===== config.mk =====
export PLATFORM = sky130hd
export DESIGN_NAME = ctrl_sequencer_flat
export DESIGN_NICKNAME = d
export VERILOG_FILES = /design/src/rtl/ctrl_pkg.sv /design/src/rtl/ctrl_sequencer_if.sv /design/src/rtl/ctrl_tap_cnt.sv /design/src/rtl/ctrl_sequencer.sv /design/src/flat_wrapper.sv
export SDC_FILE = /design/constraint.sdc
export NUM_CORES = 1
export LEC_CHECK = 0
export CAP_MARGIN = 10
export CORE_AREA = 2 2 40 70
export CTS_BUF_LIST = sky130_fd_sc_hd__clkbuf_4 sky130_fd_sc_hd__clkbuf_8 sky130_fd_sc_hd__clkbuf_16
export CTS_CLUSTER_DIAMETER = 200
export DETAILED_ROUTE_END_ITERATION = 12
export DIE_AREA = 0 0 42 72
export GPL_ROUTABILITY_DRIVEN = 0
export PLACE_DENSITY = 0.7
export SYNTH_ARGS = -nofsm -noshare
export SYNTH_HDL_FRONTEND = slang
export SYNTH_HIERARCHICAL = 1
export SYNTH_SLANG_ARGS = --single-unit

===== constraint.sdc =====
create_clock -name clk -period 2.15 [get_ports clk]
set_input_delay 0.215 -clock clk [delete_from_list [all_inputs] [get_ports clk]]
set_output_delay 0.215 -clock clk [all_outputs]
set_load 0.01 [all_outputs]

===== src/rtl/ctrl_pkg.sv =====
// Shared state encoding for the control sequencer and the downstream control decoder.
// S1..S8 use their external 3-bit codes; WAIT lives outside that range.
package ctrl_pkg;

    localparam int STATE_W = 4;
    localparam int CODE_W  = 3;

    typedef enum logic [STATE_W-1:0] {
        ST_ALLOC  = 4'd0,
        ST_LOAD   = 4'd1,
        ST_CONV   = 4'd2,
        ST_RES    = 4'd3,
        ST_ERR    = 4'd4,
        ST_OUT    = 4'd5,
        ST_NEW_IN = 4'd6,
        ST_NEXT   = 4'd7,
        ST_WAIT   = 4'd8
    } state_t;

    // WAIT reports code 000 with lut_en low, so decoders must qualify with state_active.
    function automatic logic [CODE_W-1:0] state_code(input state_t s);
        return (s == ST_WAIT) ? '0 : s[CODE_W-1:0];
    endfunction

    function automatic logic state_active(input state_t s);
        return s != ST_WAIT;
    endfunction

endpackage


===== src/rtl/ctrl_sequencer_if.sv =====
// Handshake and status bundle between the sequencer (slave) and its environment (master).
interface ctrl_sequencer_if;
    import ctrl_pkg::*;

    logic              in_valid;
    logic              in_ready;
    logic              alloc_last;
    logic              out_ready;
    logic [CODE_W-1:0] fsm_state;
    logic              lut_en;
    logic              frame_done;
    logic              ovf;

    modport master (
        output in_valid, alloc_last, out_ready,
        input  in_ready, fsm_state, lut_en, frame_done, ovf
    );

    modport slave (
        input  in_valid, alloc_last, out_ready,
        output in_ready, fsm_state, lut_en, frame_done, ovf
    );

endinterface


===== src/rtl/ctrl_tap_cnt.sv =====
// Loadable down-counter that times the MAC convolution phase; saturates at zero.
module ctrl_tap_cnt #(
    parameter int CNT_W = 8
) (
    input  logic             clk,
    input  logic             rst,
    input  logic             load,
    input  logic             dec,
    input  logic [CNT_W-1:0] load_val,
    output logic             zero
);

    logic [CNT_W-1:0] cnt;

    always_ff @(posedge clk) begin
        if (rst) begin
            cnt <= '0;
        end else if (load) begin
            cnt <= load_val;
        end else if (dec && (cnt != '0)) begin
            cnt <= cnt - 1'b1;
        end
    end

    assign zero = (cnt == '0);

endmodule


===== src/rtl/ctrl_sequencer.sv =====
// Per-sample control sequencer: accept, allocate, convolve for TAPS cycles, emit up to OUT_MAX outputs.
// Optional error stage S5 is enabled by defining CTRL_ERR_STAGE_EN.
module ctrl_sequencer #(
    parameter int TAPS    = 16,
    parameter int OUT_MAX = 4
) (
    input  logic              clk,
    input  logic              rst,
    ctrl_sequencer_if.slave   bus
);
    import ctrl_pkg::*;

    localparam int TAP_W = 8;
    localparam int OUT_W = 5;
    localparam logic [TAP_W-1:0] TAP_LOAD = TAP_W'(TAPS - 1);
    localparam logic [OUT_W-1:0] OUT_LIM  = OUT_W'(OUT_MAX);

    state_t           state;
    state_t           state_nxt;
    logic             tap_zero;
    logic [OUT_W-1:0] out_cnt;
    logic [OUT_W-1:0] out_cnt_inc;
    logic             limit_hit;
    logic             ovf;

    assign out_cnt_inc = out_cnt + 1'b1;
    assign limit_hit   = (out_cnt_inc >= OUT_LIM);

    ctrl_tap_cnt #(.CNT_W(TAP_W)) u_tap_cnt (
        .clk      (clk),
        .rst      (rst),
        .load     (state == ST_LOAD),
        .dec      (state == ST_CONV),
        .load_val (TAP_LOAD),
        .zero     (tap_zero)
    );

    always_ff @(posedge clk) begin
        if (rst) begin
            state <= ST_WAIT;
        end else begin
            state <= state_nxt;
        end
    end

    always_comb begin
        state_nxt = state;
        case (state)
            ST_WAIT:   if (bus.in_valid && bus.in_ready) state_nxt = ST_NEW_IN;
            ST_NEW_IN: state_nxt = ST_ALLOC;
            ST_ALLOC:  state_nxt = ST_LOAD;
            ST_LOAD:   state_nxt = ST_CONV;
            ST_CONV:   if (tap_zero) state_nxt = ST_RES;
`ifdef CTRL_ERR_STAGE_EN
            ST_RES:    state_nxt = ST_ERR;
            ST_ERR:    state_nxt = ST_OUT;
`else
            ST_RES:    state_nxt = ST_OUT;
`endif
            ST_OUT:    if (bus.out_ready) state_nxt = ST_NEXT;
            ST_NEXT:   state_nxt = (bus.alloc_last || limit_hit) ? ST_WAIT : ST_ALLOC;
            // Unreachable codes (including S5 when the error stage is compiled out) fall back to idle.
            default:   state_nxt = ST_WAIT;
        endcase
    end

    always_comb begin
        bus.in_ready   = (state == ST_WAIT);
        bus.lut_en     = state_active(state);
        bus.fsm_state  = state_code(state);
        bus.frame_done = (state == ST_NEXT) && (state_nxt == ST_WAIT);
    end

    // alloc_last takes priority over the limit, so ovf only flags truncated allocation lists.
    always_ff @(posedge clk) begin
        if (rst) begin
            out_cnt <= '0;
            ovf     <= 1'b0;
        end else begin
            if ((state == ST_WAIT) && (state_nxt == ST_NEW_IN)) begin
                out_cnt <= '0;
            end else if (state == ST_NEXT) begin
                out_cnt <= out_cnt_inc;
            end
            if ((state == ST_NEXT) && !bus.alloc_last && limit_hit) begin
                ovf <= 1'b1;
            end
        end
    end

    assign bus.ovf = ovf;

endmodule


===== src/flat_wrapper.sv =====
// flat-port wrapper written by rule: the top's interface ports become plain ports
module ctrl_sequencer_flat import ctrl_pkg::*;
#(
    parameter int TAPS    = 16,
    parameter int OUT_MAX = 4
)
  (clk, rst, bus_in_valid, bus_alloc_last, bus_out_ready, bus_in_ready, bus_fsm_state, bus_lut_en, bus_frame_done, bus_ovf);
  ctrl_sequencer_if bus_i ();
  input  logic clk;
  input  logic rst;
  input wire logic [$bits(bus_i.in_valid)-1:0] bus_in_valid;
  input wire logic [$bits(bus_i.alloc_last)-1:0] bus_alloc_last;
  input wire logic [$bits(bus_i.out_ready)-1:0] bus_out_ready;
  output wire logic [$bits(bus_i.in_ready)-1:0] bus_in_ready;
  output wire logic [$bits(bus_i.fsm_state)-1:0] bus_fsm_state;
  output wire logic [$bits(bus_i.lut_en)-1:0] bus_lut_en;
  output wire logic [$bits(bus_i.frame_done)-1:0] bus_frame_done;
  output wire logic [$bits(bus_i.ovf)-1:0] bus_ovf;
  assign bus_i.in_valid = bus_in_valid;
  assign bus_i.alloc_last = bus_alloc_last;
  assign bus_i.out_ready = bus_out_ready;
  assign bus_in_ready = bus_i.in_ready;
  assign bus_fsm_state = bus_i.fsm_state;
  assign bus_lut_en = bus_i.lut_en;
  assign bus_frame_done = bus_i.frame_done;
  assign bus_ovf = bus_i.ovf;
  ctrl_sequencer #(.TAPS(TAPS), .OUT_MAX(OUT_MAX)) u_core (.clk(clk), .rst(rst), .bus(bus_i));
endmodule

# Yosys cells after proc, flatten, opt, wreduce, memory -nomap -nowiden
# Index checks and enable logic that the tools add are counted.
[totals]
word_cells = 40
reg_bits = 18
output_inout_bits = 7
inputBits = 5
[op_classes]
eq_ne = 10
n_reduce_logical = 14
mux = 8
addsub = 2
magnitude_cmp = 1
[op_table]
columns = ["operator", "count"]
rows = [
  ["4-bit one-hot mux with 8 select lines", 1],
  ["4-bit 2-to-1 mux", 6],
  ["4-bit by 3-bit equality test with 1-bit output, second input constant", 4],
  ["4-bit by 2-bit equality test with 1-bit output, second input constant", 2],
  ["4-bit equality test, second input constant", 2],
  ["8-bit zero test", 1],
  ["8-bit nonzero test", 1],
  ["8-bit by 1-bit subtractor with 8-bit output, second input constant", 1],
  ["1-bit logical AND", 6],
  ["5-bit by 1-bit adder with 5-bit output, second input constant", 1],
  ["5-bit by 3-bit greater-or-equal comparator with 1-bit output, second input constant", 1],
  ["4-bit by 1-bit equality test with 1-bit output, second input constant", 1],
  ["4-bit zero test", 1],
  ["4-bit != test, second input constant", 1],
  ["2-bit OR reduction", 2],
  ["3-bit 2-to-1 mux", 1],
  ["2-bit nonzero test", 1],
  ["1-bit zero test", 1],
  ["1-bit logical OR", 1],
]

# Longest topological paths before layout
[depth]
word_depth = 8
ltp_mapped = 8
mapped_depth_nobuf = 6

# By module
# Netlist, hierarchy kept.
[by_module_without_submodules]
columns = ["module", "n_inst", "cells_each", "area_per_inst_um2"]
rows = [
  ["ctrl_sequencer", 1, 71, 639.4],
  ["ctrl_tap_cnt", 1, 59, 515.5],
]

# Least setup slack after synthesis
# OpenSTA, ideal clock, no wires.
[synth_timing]
path_kind = "register to register"
start = "register u_core.state[2]"
end = "register u_core.u_tap_cnt.cnt[7]"
setup_time_ns = 0.134
stages_incl_launch_ff = 7
arrival_ns = 2.097
required_time_ns = 2.016
setup_slack_ns = -0.080
cell_sequence = "dfxtp_1 > buf_6 > nor4b_1 > or3b_2 > nor3_1 > mux2i_1 > a211oi_1"
[synth_via]
elab_chain_len = 2
word_cells_on_any_way = 4
[synth_rtl]
columns = ["item", "line", "text"]
rows = [
  ["start, declared", "ctrl_sequencer.sv:18", "state_t state;"],
  ["start signal, assigned", "ctrl_sequencer.sv:42", "state <= state_nxt;"],
  ["4-bit by 1-bit equality test with 1-bit output or 4-bit by 2-bit equality test with 1-bit output (tied branches)", "ctrl_sequencer.sv:32, ctrl_sequencer.sv:33", ""],
  ["2-bit OR reduction (no line) or 1-bit logical AND (tied branches)", "-", ""],
  ["end signal, assigned", "ctrl_tap_cnt.sv:19", "cnt <= load_val;"],
  ["end signal, assigned", "ctrl_tap_cnt.sv:21", "cnt <= cnt - 1'b1;"],
  ["end, declared", "ctrl_tap_cnt.sv:13", "logic [CNT_W-1:0] cnt;"],
]
# Several ways; a longest one is shown, not always the timed one.
# A chain may end at the register's enable or synchronous reset.

# Final worst setup path
[layout_timing]
start = "register u_core.u_tap_cnt.cnt[2]"
end = "register u_core.u_tap_cnt.cnt[3]"
[layout_via]
elab_chain_len = 3
word_cells_on_any_way = 6
[layout_rtl]
columns = ["item", "line", "text"]
rows = [
  ["8-bit by 1-bit subtractor with 8-bit output or 8-bit nonzero test (tied branches)", "ctrl_tap_cnt.sv:21, ctrl_tap_cnt.sv:20", ""],
  ["4-bit 2-to-1 mux or 1-bit logical AND (tied branches)", "ctrl_tap_cnt.sv:20", "end else if (dec && (cnt != '0)) begin"],
  ["4-bit 2-to-1 mux or 2-bit nonzero test (tied branches)", "-", ""],
]
# Several ways; a longest one is shown, not always the timed one. The select of a mux whose other input is x is not followed.

==> qor_table.md <==
| Result | This run |
|---|---|
| Critical setup path kind | reg2reg |
| Post-Synthesis Cells | 130 |
| Count of max-cap constraint violations | 0 |
| Reg-to-reg critical path startpoint | u_core/u_tap_cnt/cnt[2] |
| Synth cell types | 49 |
| Number of global-route vias before repair | 921 |
| Number of synthesis warnings | 6 |
| Clock period minus worst slack | 1.91 ns |
| Area added between synthesis and finish | 19.2% |
| Effective utilization at floorplan | 47.5% |
| R2r endpoint | u_core/u_tap_cnt/cnt[3] |
| Cell at the root of the clock tree | sky130_fd_sc_hd__clkbuf_8 |
| DR iter-0 viols | 25 |
| Routed vias | 966 |
| Num CTS Buffers | 3 |
| Min-Delay Startpoint | u_core/bus.ovf |
| Final core utilization | 56.6% |
| Total placed instance area | 0.00133 sq mm |
| DP HPWL | 1730 microns |
| CTS clk-pin slew, worst paths | 0.07 ns |
| CTS Buffer Depth | 2 |
| Critical Path Start Type | flop |
| End point of the most critical hold path | u_core/bus.ovf |
| Fraction of the yosys area taken by sequential cells | 31.2% |
| Most common library cell in the layout ignoring fill and taps | sky130_fd_sc_hd__dfxtp_1 |
| Synthesized area per cell | 8.88 sq um |
| Post-synthesis instance area | 0.00115 sq mm |
| ANT nets after route | 0 |
| Number of enable flip-flop cells after synthesis | 0 |
| Unrepaired setup endpoints after global routing | false |
| Path category of the worst min-delay check | reg2reg |
| Top library cells by usage in the layout, fill and taps aside | sky130_fd_sc_hd__dfxtp_1, sky130_fd_sc_hd__nor2_1, sky130_fd_sc_hd__clkdlybuf4s50_1, sky130_fd_sc_hd__buf_4 |
| Met3 Wirelength | 38 microns |
| Power density over the cells | 605 mW/mm^2 |
| Achievable Freq | 523 MHz |
| Clock tree skew after final layout | 0.00118 ns |
| Initial antenna violation count | 0 |
| TritonRoute pass-1 iters | 4 |
| Share of Yosys cell area claimed by the top area cell type | 31.2% |
| Fraction of registers with async set/reset | 0% |
| Wire length of the first global-routing pass | 4130 microns |
| Maximum level of the CTS H-tree | 1 |
| DR DRC count | 0 |
| Maximum vdd ir drop | 0.000453 V |
| Via density per instance | 5.46 |
| Result of the run | complete, no violations |
| Largest net degree at the start of global routing | 17 |
| Die Height | 72 microns |
| Top_reg_cell synth | sky130_fd_sc_hd__dfxtp_1 |
| Largest stage delay on the critical path | 0.59 ns |
| Share of cells above drive strength 1 | 17.9% |
| Average detailed-routed wire length per instance | 13.1 microns |
| Aggregate global-route resource usage | 18.0% |
| Sum of negative setup slack | 0 ns |
| TritonCTS clock tree | done |
| Setup-violating endpoint count in the final report | 0 |
| Post-Layout Inst Area | 0.00138 sq mm |
| Total wire length after detailed routing | 2320 microns |
| Arrival time worst endpoint | 2.07 ns |
| GRT Residual Overflow | 0 |
| Count of inserted antenna diode cells | 0 |
| Relative slew margins | 65.6% |
| Largest driver fanout on the critical path | 8 |
| Uppermost signal routing layer after detailed routing | met4 |
| Worst-Skew Late Latency | 0.26 ns |
| Static power due to leakage | 0.000590 uW |
| Total number of placement rows | 24 |
| Critical path cell sequence | or4_4 > o41ai_4 > o21ai_0 > o21a_1 |
| Minimum hold slack | 0.478 ns |
| Top cell type by total area after synthesis | sky130_fd_sc_hd__dfxtp_1 |
| Endpoint class of the critical path | flop |
| Hold Path Stages | 2 |
| Hold Fails Final Rpt | 0 |
| Register-to-Register Setup Slack | 0.24 ns |
| Number of top-level pins | 12 |
| Die width | 42 microns |
| Pins Over Slew Limit | 0 |
| Final worst path period share | 89.0% |
| Nets | 162 |
| Worst reg-to-reg path cell count | 4 |
| Flop and latch count out of synthesis | 18 |
| Cell type of the slowest stage on the worst timing path | sky130_fd_sc_hd__or4_4 |
| Transition at the pin with the smallest max-transition slack | 0.514 ns |
| Required @ worst endpoint | 2.30 ns |
| Met1 Routed Length | 924 microns |
| Buffers added on ports | 11 |
| Area enclosed by the die boundary | 0.00302 sq mm |
| CORE AREA | 0.00243 sq mm |
| Dominant cells by area after synthesis | sky130_fd_sc_hd__dfxtp_1, sky130_fd_sc_hd__nor2_1, sky130_fd_sc_hd__ha_1 |
| Clock sink total | 18 |
| Wire length on met2 | 1260 microns |
| Power after layout | 832 uW |
sequential cells by signal, summed over array words and instances, names as in the netlist:
register / flops
u_core/bus.ovf: 1
u_core/out_cnt: 5
u_core/u_tap_cnt/cnt: 8
u_core/state: 4
worst max-delay path: cells and delay by family (launching register included):
family	cells	cell delay [ns]
AO/OA/AOI/OAI	3	0.86
AND/OR/NAND/NOR	1	0.59
flip-flops	1	0.36
where the power goes:
part / switching, uW / total [uW] / internal, uW
registers: 16.4 / 366 / 350
clock network: 119 / 244 / 125
logic: 107 / 222 / 116
total: 242 / 832 / 590
logic make-up after synthesis:
family	Yosys count	synth area share, %
adder cells (fa/ha/maj)	4	4.33
multiplexers	2	1.73
other	2	0.650
flip-flops	18	31.2
AO/OA/AOI/OAI	27	18.7
AND/OR/NAND/NOR	51	28.0
XOR/XNOR	9	6.83
buffers and inverters	17	8.56
how the worst max path moves through the flow:
stage / start / endpoint / slack (ns) / depth (start not counted)
after floorplan: u_core/state[2] / u_core/u_tap_cnt/cnt[7] / 0.17 / 6
after global placement: u_core/u_tap_cnt/cnt[2] / u_core/u_tap_cnt/cnt[5] / 0.34 / 4
after detailed placement: u_core/state[3] / u_core/u_tap_cnt/cnt[7] / 0.28 / 5
after CTS: u_core/out_cnt[0] / bus_frame_done / 0.02 / 6
after global routing: u_core/state[3] / u_core/u_tap_cnt/cnt[7] / 0.07 / 5
final: u_core/u_tap_cnt/cnt[2] / u_core/u_tap_cnt/cnt[3] / 0.24 / 4
through the flow:
step                std cells  setup slack [ns]
detailed placement        174             0.281
global route              177            0.0689
finish                    177             0.236
floorplan                 136             0.172
global placement          174             0.338
CTS                       177            0.0200
per-layer routing:
layer / track usage (%) / up-vias
met1: 18.9 / 454
met5: 0 / -
met3: 1.99 / 6
li1: - / 495
met2: 31.9 / 11
met4: 14.0 / 0
cells in the mapped netlist (3+ instances only):
master,instances
sky130_fd_sc_hd__nor2_1,16
sky130_fd_sc_hd__nand2_1,8
sky130_fd_sc_hd__nor3b_1,3
sky130_fd_sc_hd__o21ai_0,3
sky130_fd_sc_hd__ha_1,4
sky130_fd_sc_hd__nand3_1,3
sky130_fd_sc_hd__buf_6,4
sky130_fd_sc_hd__clkbuf_1,3
sky130_fd_sc_hd__xnor2_1,5
sky130_fd_sc_hd__a21oi_1,7
sky130_fd_sc_hd__dfxtp_1,18
sky130_fd_sc_hd__xor2_1,4
sky130_fd_sc_hd__inv_1,7
cell type report:
type / count / area (sq um)
sequential: 18 / 360
clock buffer: 3 / 41.3
tap: 26 / 32.5
inverter: 8 / 30.0
multi-input combinational: 101 / 724
timing repair buffer: 21 / 188
fill: 224 / 1060
timing repair:
item / CTS / global route
resized for setup: 0 / 1
hold buffers: 0 / 0
setup buffers: 0 / 0
endpoints found under the setup margin: 0 / 1
No activity file was read; power rests on OpenSTA's default activity.
